**src/rtl/alu_cpu_pkg.sv**
```systemverilog
// rtl/alu_cpu_pkg.sv - shared opcodes, state encoding, instruction layout and default ROM
//
// Purpose: common definitions for the ALU CPU core and its ALU.
// Contents:
//   OP_*          opcode values
//   state_t       sequencer states (FETCH, EXEC, HOLD, HALTED)
//   instr_t       24-bit instruction word {opcode, operand A, operand B}
//   rom_image_t   packed ROM image, 256 words of 24 bits, word i at [i*24 +: 24]
//   default_rom() builds the default program image
// Optional feature macro: ALU_CPU_MUL_EN (adds OP_MUL, opcode 0x08).
package alu_cpu_pkg;

  localparam logic [7:0] OP_ADD  = 8'h00;
  localparam logic [7:0] OP_SUB  = 8'h01;
  localparam logic [7:0] OP_AND  = 8'h02;
  localparam logic [7:0] OP_OR   = 8'h03;
  localparam logic [7:0] OP_XOR  = 8'h04;
  localparam logic [7:0] OP_NOT  = 8'h05;
  localparam logic [7:0] OP_SHL  = 8'h06;
  localparam logic [7:0] OP_SHR  = 8'h07;
  localparam logic [7:0] OP_MUL  = 8'h08;
  localparam logic [7:0] OP_INC  = 8'h09;
  localparam logic [7:0] OP_DEC  = 8'h0A;
  localparam logic [7:0] OP_HALT = 8'hFF;

  localparam int ROM_MAX = 256;

  typedef enum logic [1:0] {
    ST_FETCH,
    ST_EXEC,
    ST_HOLD,
    ST_HALTED
  } state_t;

  typedef struct packed {
    logic [7:0] opcode;
    logic [7:0] a;
    logic [7:0] b;
  } instr_t;

  typedef logic [ROM_MAX*24-1:0] rom_image_t;

  function automatic rom_image_t default_rom();
    rom_image_t img;
    img = '0;
    img[0*24 +: 24] = {OP_ADD, 8'd100, 8'd50};
    img[1*24 +: 24] = {OP_ADD, 8'd200, 8'd100};
    img[2*24 +: 24] = {OP_SUB, 8'd10,  8'd20};
    img[3*24 +: 24] = {OP_AND, 8'hF0,  8'h3C};
    img[4*24 +: 24] = {OP_SHL, 8'h81,  8'h00};
    img[5*24 +: 24] = {OP_DEC, 8'h00,  8'h00};
    for (int i = 6; i < 16; i++) begin
      img[i*24 +: 24] = {OP_NOT, 8'h0F, 8'h00};
    end
    return img;
  endfunction

endpackage

```
**src/rtl/alu_cpu_core_if.sv**
```systemverilog
// rtl/alu_cpu_core_if.sv - display host bus between the ALU CPU core and its reader
//
// Purpose: bundles the host handshake and the displayed instruction fields.
// Signals:
//   next_out        host -> core  advance to next instruction (honoured in HOLD only)
//   data_out        core -> host  fields valid for readout
//   opcode          core -> host  current opcode
//   operand_A_out   core -> host  operand A (signed view)
//   operand_B_out   core -> host  operand B (signed view)
//   result_out_cpu  core -> host  ALU result, low 8 bits (signed view)
//   carry_out_cpu   core -> host  unsigned carry flag
//   borrow_out_cpu  core -> host  unsigned borrow flag
//   result_ready    core -> host  one-cycle pulse when the result updates
//   pc_out          core -> host  ROM address of the current instruction
// Modports: master = core side, slave = host side.
interface alu_cpu_core_if;
  logic              next_out;
  logic              data_out;
  logic [7:0]        opcode;
  logic signed [7:0] operand_A_out;
  logic signed [7:0] operand_B_out;
  logic signed [7:0] result_out_cpu;
  logic              carry_out_cpu;
  logic              borrow_out_cpu;
  logic              result_ready;
  logic [7:0]        pc_out;

  modport master (
    input  next_out,
    output data_out, opcode, operand_A_out, operand_B_out, result_out_cpu,
           carry_out_cpu, borrow_out_cpu, result_ready, pc_out
  );

  modport slave (
    output next_out,
    input  data_out, opcode, operand_A_out, operand_B_out, result_out_cpu,
           carry_out_cpu, borrow_out_cpu, result_ready, pc_out
  );
endinterface

```
**src/rtl/alu_cpu_alu.sv**
```systemverilog
// rtl/alu_cpu_alu.sv - combinational 8-bit ALU with unsigned carry/borrow flags
//
// Purpose: maps (opcode, A, B) to an 8-bit result plus carry and borrow.
// Ports:
//   opcode  in   8  operation select
//   a       in   8  operand A
//   b       in   8  operand B
//   result  out  8  low 8 bits of the result
//   carry   out  1  unsigned carry (ADD, SHL, SHR, INC, MUL)
//   borrow  out  1  unsigned borrow (SUB, DEC)
// Optional feature macro: ALU_CPU_MUL_EN enables opcode 0x08 (unsigned multiply).
// Undefined opcodes, including HALT, produce result 0 with both flags clear.
module alu_cpu_alu
  import alu_cpu_pkg::*;
(
  input  logic [7:0] opcode,
  input  logic [7:0] a,
  input  logic [7:0] b,
  output logic [7:0] result,
  output logic       carry,
  output logic       borrow
);

  logic [8:0] wide;

`ifdef ALU_CPU_MUL_EN
  logic [15:0] product;
  assign product = {8'h00, a} * {8'h00, b};
`else
`endif

  always_comb begin
    result = 8'h00;
    carry  = 1'b0;
    borrow = 1'b0;
    wide   = 9'h000;
    case (opcode)
      OP_ADD: begin
        wide   = {1'b0, a} + {1'b0, b};
        result = wide[7:0];
        carry  = wide[8];
      end
      OP_SUB: begin
        result = a - b;
        borrow = (a < b);
      end
      OP_AND: result = a & b;
      OP_OR:  result = a | b;
      OP_XOR: result = a ^ b;
      OP_NOT: result = ~a;
      OP_SHL: begin
        result = {a[6:0], 1'b0};
        carry  = a[7];
      end
      OP_SHR: begin
        result = {1'b0, a[7:1]};
        carry  = a[0];
      end
      OP_INC: begin
        wide   = {1'b0, a} + 9'd1;
        result = wide[7:0];
        carry  = wide[8];
      end
      OP_DEC: begin
        result = a - 8'd1;
        borrow = (a == 8'h00);
      end
`ifdef ALU_CPU_MUL_EN
      OP_MUL: begin
        result = product[7:0];
        carry  = |product[15:8];
      end
`else
`endif
      default: ;
    endcase
  end

endmodule

```
**src/rtl/alu_cpu_core.sv**
```systemverilog
// rtl/alu_cpu_core.sv - ROM-driven ALU CPU that holds each executed instruction for a display host
//
// Purpose: steps through a fixed instruction ROM, executes each word on the ALU and
// holds opcode, operands, result, flags and PC until the host acknowledges.
// Parameters:
//   PROG_DEPTH  number of valid ROM entries (1..256); PC wraps after PROG_DEPTH-1
//   ROM_IMAGE   packed program image, word i at [i*24 +: 24]
// Ports:
//   clk  in   system clock, rising edge
//   rst  in   synchronous active-high reset
//   bus  master side of alu_cpu_core_if (host handshake and displayed fields)
// Optional feature macro: ALU_CPU_MUL_EN (passed through to alu_cpu_alu).
module alu_cpu_core
  import alu_cpu_pkg::*;
#(
  parameter int         PROG_DEPTH = 16,
  parameter rom_image_t ROM_IMAGE  = default_rom()
) (
  input  logic           clk,
  input  logic           rst,
  alu_cpu_core_if.master bus
);

  localparam logic [7:0] PC_LAST = 8'(PROG_DEPTH - 1);

  state_t     state;
  logic [7:0] pc;
  logic [7:0] opcode_q;
  logic [7:0] a_q;
  logic [7:0] b_q;
  logic [7:0] result_q;
  logic       carry_q;
  logic       borrow_q;
  logic       ready_q;
  logic       data_q;
  logic [7:0] pc_out_q;

  logic [12:0] rom_base;
  instr_t      word;
  logic [7:0]  alu_result;
  logic        alu_carry;
  logic        alu_borrow;

  assign rom_base = {5'd0, pc} * 13'd24;
  assign word     = ROM_IMAGE[rom_base +: 24];

  // The ALU works on the registered fields so the displayed operands and the
  // result always belong to the same instruction.
  alu_cpu_alu u_alu (
    .opcode (opcode_q),
    .a      (a_q),
    .b      (b_q),
    .result (alu_result),
    .carry  (alu_carry),
    .borrow (alu_borrow)
  );

  always_ff @(posedge clk) begin
    if (rst) begin
      state    <= ST_FETCH;
      pc       <= 8'h00;
      opcode_q <= 8'h00;
      a_q      <= 8'h00;
      b_q      <= 8'h00;
      result_q <= 8'h00;
      carry_q  <= 1'b0;
      borrow_q <= 1'b0;
      ready_q  <= 1'b0;
      data_q   <= 1'b0;
      pc_out_q <= 8'h00;
    end else begin
      ready_q <= 1'b0;
      case (state)
        ST_FETCH: begin
          opcode_q <= word.opcode;
          a_q      <= word.a;
          b_q      <= word.b;
          pc_out_q <= pc;
          data_q   <= 1'b0;
          state    <= ST_EXEC;
        end
        ST_EXEC: begin
          // HALT decodes as an undefined opcode in the ALU, so result and
          // flags land at 0 without special handling here.
          result_q <= alu_result;
          carry_q  <= alu_carry;
          borrow_q <= alu_borrow;
          ready_q  <= 1'b1;
          if (opcode_q == OP_HALT) begin
            data_q <= 1'b0;
            state  <= ST_HALTED;
          end else begin
            data_q <= 1'b1;
            state  <= ST_HOLD;
          end
        end
        ST_HOLD: begin
          // Leaving HOLD immediately means a held-high next_out advances
          // exactly once per visit.
          if (bus.next_out) begin
            pc     <= (pc == PC_LAST) ? 8'h00 : pc + 8'd1;
            data_q <= 1'b0;
            state  <= ST_FETCH;
          end
        end
        ST_HALTED: ;
        default: state <= ST_FETCH;
      endcase
    end
  end

  assign bus.data_out       = data_q;
  assign bus.opcode         = opcode_q;
  assign bus.operand_A_out  = a_q;
  assign bus.operand_B_out  = b_q;
  assign bus.result_out_cpu = result_q;
  assign bus.carry_out_cpu  = carry_q;
  assign bus.borrow_out_cpu = borrow_q;
  assign bus.result_ready   = ready_q;
  assign bus.pc_out         = pc_out_q;

endmodule

```
**src/flat_wrapper.sv**
```systemverilog
// flat-port wrapper written by rule: the top's interface ports become plain ports
module alu_cpu_core_flat import alu_cpu_pkg::*;
#(
  parameter int         PROG_DEPTH = 16,
  parameter rom_image_t ROM_IMAGE  = default_rom()
)
  (clk, rst, bus_next_out, bus_data_out, bus_opcode, bus_operand_A_out, bus_operand_B_out, bus_result_out_cpu, bus_carry_out_cpu, bus_borrow_out_cpu, bus_result_ready, bus_pc_out);
  alu_cpu_core_if bus_i ();
  input  logic clk;
  input  logic rst;
  input wire logic [$bits(bus_i.next_out)-1:0] bus_next_out;
  output wire logic [$bits(bus_i.data_out)-1:0] bus_data_out;
  output wire logic [$bits(bus_i.opcode)-1:0] bus_opcode;
  output wire logic [$bits(bus_i.operand_A_out)-1:0] bus_operand_A_out;
  output wire logic [$bits(bus_i.operand_B_out)-1:0] bus_operand_B_out;
  output wire logic [$bits(bus_i.result_out_cpu)-1:0] bus_result_out_cpu;
  output wire logic [$bits(bus_i.carry_out_cpu)-1:0] bus_carry_out_cpu;
  output wire logic [$bits(bus_i.borrow_out_cpu)-1:0] bus_borrow_out_cpu;
  output wire logic [$bits(bus_i.result_ready)-1:0] bus_result_ready;
  output wire logic [$bits(bus_i.pc_out)-1:0] bus_pc_out;
  assign bus_i.next_out = bus_next_out;
  assign bus_data_out = bus_i.data_out;
  assign bus_opcode = bus_i.opcode;
  assign bus_operand_A_out = bus_i.operand_A_out;
  assign bus_operand_B_out = bus_i.operand_B_out;
  assign bus_result_out_cpu = bus_i.result_out_cpu;
  assign bus_carry_out_cpu = bus_i.carry_out_cpu;
  assign bus_borrow_out_cpu = bus_i.borrow_out_cpu;
  assign bus_result_ready = bus_i.result_ready;
  assign bus_pc_out = bus_i.pc_out;
  alu_cpu_core #(.PROG_DEPTH(PROG_DEPTH), .ROM_IMAGE(ROM_IMAGE)) u_core (.clk(clk), .rst(rst), .bus(bus_i));
endmodule
```
**config.mk**
```make
export PLATFORM = sky130hd
export DESIGN_NAME = alu_cpu_core_flat
export DESIGN_NICKNAME = d
export VERILOG_FILES = /design/src/rtl/alu_cpu_pkg.sv /design/src/rtl/alu_cpu_core_if.sv /design/src/rtl/alu_cpu_alu.sv /design/src/rtl/alu_cpu_core.sv /design/src/flat_wrapper.sv
export SDC_FILE = /design/constraint.sdc
export NUM_CORES = 1
export LEC_CHECK = 0
export BUFFER_PORTS_ARGS = -buffer_cell sky130_fd_sc_hd__buf_2
export CORE_UTILIZATION = 59
export CTS_CLUSTER_SIZE = 14
export DETAILED_ROUTE_END_ITERATION = 10
export GPL_TIMING_DRIVEN = 0
export PLACE_DENSITY = 0.81
export SYNTH_ARGS = -nofsm -noshare
export SYNTH_HDL_FRONTEND = slang
export SYNTH_HIERARCHICAL = 1
export SYNTH_SLANG_ARGS = --single-unit
```
**constraint.sdc**
```tcl
create_clock -name clk -period 2.8 [get_ports clk]
set_input_delay 0.28 -clock clk [delete_from_list [all_inputs] [get_ports clk]]
set_output_delay 0.28 -clock clk [all_outputs]
set_load 0.03 [all_outputs]
```
-- After elaboration in Yosys (flattened, before gate mapping)
Index checks and enable logic that the tools add are counted.
- register bits: 54
- shifts and indexed selects: 1
- eq/ne operators: 14
- multiplexer cells: 11
- $add $sub $neg: 5
- multipliers: 1
- reductions and logical operators: 6
- order comparisons: 1
- bitwise operators: 4
- operators by type and width (kind ; count):
    $shiftx 6144x14->24 const A ; 1
    $pmux 8 s10 ; 1
    $eq 8x3->1 const B ; 4
    $eq 8x4->1 const B ; 3
    $eq 8x2->1 const B ; 2
    $logic_not 8->1 ; 2
    $mul 8x2->10 const B ; 1
    $add 8x1->9 const B ; 1
    $add 8x8->9 ; 1
    $add 8x1->8 const B ; 1
    $and 8x8->8 ; 1
    $eq 8x1->1 const B ; 1
    $eq 8x8->1 const B ; 1
    $lt 8x8->1 ; 1
    $mux 8 ; 1
    $not 8->8 ; 1
    $or 8x8->8 ; 1
    $sub 8x1->8 const B ; 1
    $sub 8x8->8 ; 1
    $xor 8x8->8 ; 1
    $pmux 2 s3 ; 1
    $mux 1 ; 4
    $pmux 1 s4 ; 1
    $reduce_and 2->1 ; 2
    8 further kinds ; 8

-- Longest topological paths before layout
- depth after elaboration: 3
- gate-level depth with buffers: 13
- gate-level depth less buffers: 12

-- Hierarchy
The synthesis kept the hierarchy.
- modules (own cells, without submodules) (module ; cells each ; seq. area each (um^2) ; area each (um^2) ; times used):
    alu_cpu_core ; 212 ; 860.8 ; 1950.6 ; 1
    alu_cpu_alu ; 234 ; 0.0 ; 1725.4 ; 1

-- Least setup slack after synthesis
No wires, ideal clock.
- path type: register to register
- from: register u_core.a_q[4], in the netlist u_core/bus.operand_A_out[4]
- to: register u_core.result_q[7], in the netlist u_core/bus.result_out_cpu[7]
- path slack: 36 ps
- arrival: 2636 ps
- cell stages (with the launch flop): 13
- data required time: 2672 ps
- buffers on the path: 1
- clock period less this slack: 2764 ps
- path through: dfxtp_1 -> clkbuf_1 -> inv_1 -> ha_1 -> inv_2 -> and3_4 -> a2111oi_2 -> o21bai_1 -> a21oi_2 -> xnor2_1 -> o221ai_2 -> mux2i_1 -> nor2_1
- cells in the longest elaborated chain, start to end: 2
- elaborated cells between the ends (all ways): 5
- those cells by class: 4 x add/sub; 1 x mux
- ends and longest elaborated chain (what ; RTL line ; RTL):
    start: declaration ; alu_cpu_core.sv:29 ; logic [7:0] a_q;
    start signal: assignment ; alu_cpu_core.sv:76 ; a_q <= word.a;
    $sub 8x1->8 (tied with other cells) ; alu_cpu_alu.sv:65 ; result = a - 8'd1;
    $pmux 8 s10 * ; alu_cpu_alu.sv:37 ; case (opcode)
    net u_core.alu_result[7] ; alu_cpu_core.sv:40 ; logic [7:0] alu_result;
    end signal: assignment ; alu_cpu_core.sv:85 ; result_q <= alu_result;
    end: declaration ; alu_cpu_core.sv:31 ; logic [7:0] result_q;
Mark *: on every way through the listed nets, which the timed path passes. The rest lies on a longest branch.
A chain may end at the register's enable or synchronous reset.

-- Final worst setup path
- from: register u_core.a_q[3], in the netlist u_core/bus.operand_A_out[3]
- to: register u_core.result_q[5], in the netlist u_core/bus.result_out_cpu[5]
Same word-level chain as after synthesis.

==> impl_metrics.yaml <==
status:
  outcome: "completed"
layout:
  post-route-util_pct: 70.4
  n_antenna_cell: 0
  drive_above_1_share_pct: 20.1
  final_cells: 583
  multi_input_area_um2: 2570
  nNetsFinal: 550
  area_growth_pct: 14.0
  fillers: 522
  area.sequential_um2: 871
logic_synthesis:
  synth_ff_type: "dfxtp_1"
  async_flop_share_pct: 0
  ys_types: 68
  synth_area_leaders: "dfxtp_1 23%, ha_1 13%, mux2i_1 6.5%"
  synth.cell_area_um2: 3680
  yosysTopAreaCell: "dfxtp_1"
  ys_warn_count: 6
  synth_seq_area_share_pct: 23.4
  synth_top_area_share_pct: 23.4
  synth_edf_count: 0
  ys_ff_latch: 43
  synthCells: 446
  avgSynthCellArea_um2: 8.24
global_route:
  grt_overflow_total: 0
  first_global_vias: 3192
  antenna_found_initial: 0
  grt_pass1_wl_um: 15600
  grt_usage_pct: 30.9
  grt_start_max_net_pins: 15
drt:
  wl_per_cell_um: 16.3
  drc: 0
  vias: 3454
  drt-initial-drc-count: 282
  avgViaCountPerCell: 5.92
  drt-total-wl_um: 9510
  drt_pre_antenna_iters: 5
  ant_nets: 0
die:
  die_h_um: 80.9
  fp.dieArea_um2: 6550
  coreArea_um2: 5960
  ios: 47
  num_rows: 28
  initial_core_util_pct: 61.7
  die_w_um: 80.9
worst_setup_path:
  critPathBufInv: 2
  critical_path_class: "reg2reg"
  start_kind: "register"
  worstReg2RegEnd: "u_core/bus.result_out_cpu[5]"
  r2r_slack_ps: 140
  reg2reg_depth: 12
  setup.worst_path.end_class: "register"
  crit_family: "compound AO/OA/AOI/OAI gates"
  path_max_fanout: 10
  critPathArrivalTime_ps: 2820
  worstPathCellList: "clkbuf_4 > inv_1 > ha_2 > and2_1 > a311o_1 > a21oi_2 > nor2_1 > a21oi_2 > xnor2_1 > a221o_1 > mux2i_1 > nor2_1"
  critPathSlowestCell: "dfxtp_2"
  required_ps: 2960
  worstReg2RegStart: "u_core/bus.operand_A_out[3]"
  cp_slowest_stage_delay_ps: 390
clock_tree:
  tritoncts: "done"
  htree_levels: 2
  clk_pin_slew_ps: 90
  clock_path_buffers: 2
  cts.hold.buffers_added: 0
  insertion_delay_ps: 290
  cts_setup_buffers: 0
  cts-buffers-inserted: 5
  clock-sinks: 43
  root_buffer: "clkbuf_8"
timing:
  fin_ws_ps: 140
  max_freq_mhz: 376
  period_minus_slack_ps: 2660
  worst_slew_pin_slew_ps: 608
  fin_skew_ps: 6.92
  finalSetupViolCount: 0
  slew_headroom_pct: 59.5
  drv_slew: 0
  finalHoldViolations: 0
  fin_crit_sh_pct: 95.0
  hold_ws_ps: 301
  rsz0062_at_grt: "no"
run:
  cap_violations: 0
worst_hold_path:
  worstHoldPathCells: 2
  min_to: "u_core/pc[2]"
  min-delay-start: "bus_next_out"
  hp-class: "in2reg"
place:
  port-buffer-count: 40
  dp_cells: 575
  dp_slack_ps: -313
  gp_congestion: 0.959
  hpwl_um: 7320
power_and_ir_drop:
  power_uw: 2870
  p_per_area_nw_per_um2: 684
  p_leak_uw: 0.00183
  ir_drop_uv: 559
## report_power, final
| group | switching (µW) | total, µW | internal, µW |
|---|---|---|---|
| Sequential | 106 | 792 | 686 |
| Clock | 215 | 480 | 266 |
| Combinational | 952 | 1600 | 643 |
| Total | 1270 | 2870 | 1590 |
## worst register-to-register path, delay by kind of cell, from the launching register on
family	cells	cell delay [ps]
AO/OA/AOI/OAI	4	970
XOR/XNOR	1	90
adder cells (fa/ha/maj)	1	340
buffers and inverters	2	320
flip-flops	1	390
multiplexers	1	150
AND/OR/NAND/NOR	3	270
## Yosys cell counts, drive strengths merged (4+ instances only)
cell type	instances
a21oi	41
clkbuf	16
nand3	17
nand2	34
nand2b	4
ha	38
dfxtp	43
nor2b	9
mux2i	24
a21o	4
nor4	4
o21ai	21
nor3	11
xnor2	10
inv	35
nand4	4
o31ai	5
o211ai	5
mux4	7
o22ai	4
or3	5
buf	21
nor2	34
## what timing repair did
| action | 4_1_cts | 5_1_grt |
|---|---|---|
| endpoints found under the setup margin | 5 | 5 |
| cloned | 0 | 0 |
| gates resized for setup | 5 | 13 |
## metrics by stage
| step | cell area, µm² | setup TNS, ps |
|---|---|---|
| global placement | 4020 | -792 |
| floorplan | 3730 | 0 |
| global route | 4190 | 0 |
| detailed placement | 4020 | -878 |
| CTS | 4140 | 0 |
| finish | 4190 | 0 |
## state kept, by name, summed over array words and instances, names as in the netlist
register,count
u_core/state,2
u_core/bus.operand_B_out,4
u_core/pc,8
u_core/bus.opcode,4
u_core/bus.result_ready,1
u_core/bus.carry_out_cpu,1
u_core/bus.operand_A_out,6
u_core/bus.result_out_cpu,8
u_core/bus.pc_out,8
u_core/bus.borrow_out_cpu,1
## layout make-up
| type | count | share of cell area, % |
|---|---|---|
| Inverter | 35 | 3.13 |
| Buffer | 37 | 5.07 |
| Timing Repair Buffer | 40 | 4.78 |
| Tap cell | 75 | 2.24 |
| Sequential cell | 43 | 20.8 |
| Clock buffer | 5 | 1.64 |
| Multi-Input combinational cell | 345 | 61.3 |
| Clock inverter | 3 | 1.04 |
## worst max path at each step
| stage | cells past startpoint | to | start |
|---|---|---|---|
| after CTS | 12 | u_core/bus.result_out_cpu[7] | u_core/bus.operand_A_out[3] |
| after detailed placement | 12 | u_core/bus.result_out_cpu[7] | u_core/bus.operand_A_out[4] |
| after global routing | 11 | u_core/bus.result_out_cpu[6] | u_core/bus.opcode[0] |
| final | 12 | u_core/bus.result_out_cpu[5] | u_core/bus.operand_A_out[3] |
| after global placement | 12 | u_core/bus.result_out_cpu[7] | u_core/bus.operand_A_out[4] |
| after floorplan | 12 | u_core/bus.result_out_cpu[7] | u_core/bus.operand_A_out[4] |
## metal layers
layer  routed length, µm  share of wire [%]  track usage [%]
met3                 471                5.0             3.60
met4                 219                2.3             11.8
met1                3930                 41             37.9
met2                4890                 51             55.0
met5                   0                  0                0
## logic make-up after synthesis
logic type	count (synthesis)	synth area share, %
AO/OA/AOI/OAI	114	21.0
XOR/XNOR	12	2.86
adder cells (fa/ha/maj)	40	14.0
buffers and inverters	72	9.12
flip-flops	43	23.4
multiplexers	31	10.9
other	1	0.102
AND/OR/NAND/NOR	133	18.6
## cell usage in the layout (no fill, tap or decap), types with 6 or more instances in the layout
master / count
nand2_1: 34
nand3_1: 17
mux2i_1: 24
buf_2: 47
nor2_1: 34
mux4_2: 6
nor3_1: 10
inv_1: 34
a21oi_1: 37
dfxtp_1: 39
buf_4: 12
xnor2_1: 10
o21ai_0: 17
clkbuf_1: 13
ha_1: 36
nor2b_1: 9
conb_1: 15
No activity file was read; power rests on OpenSTA's default activity.
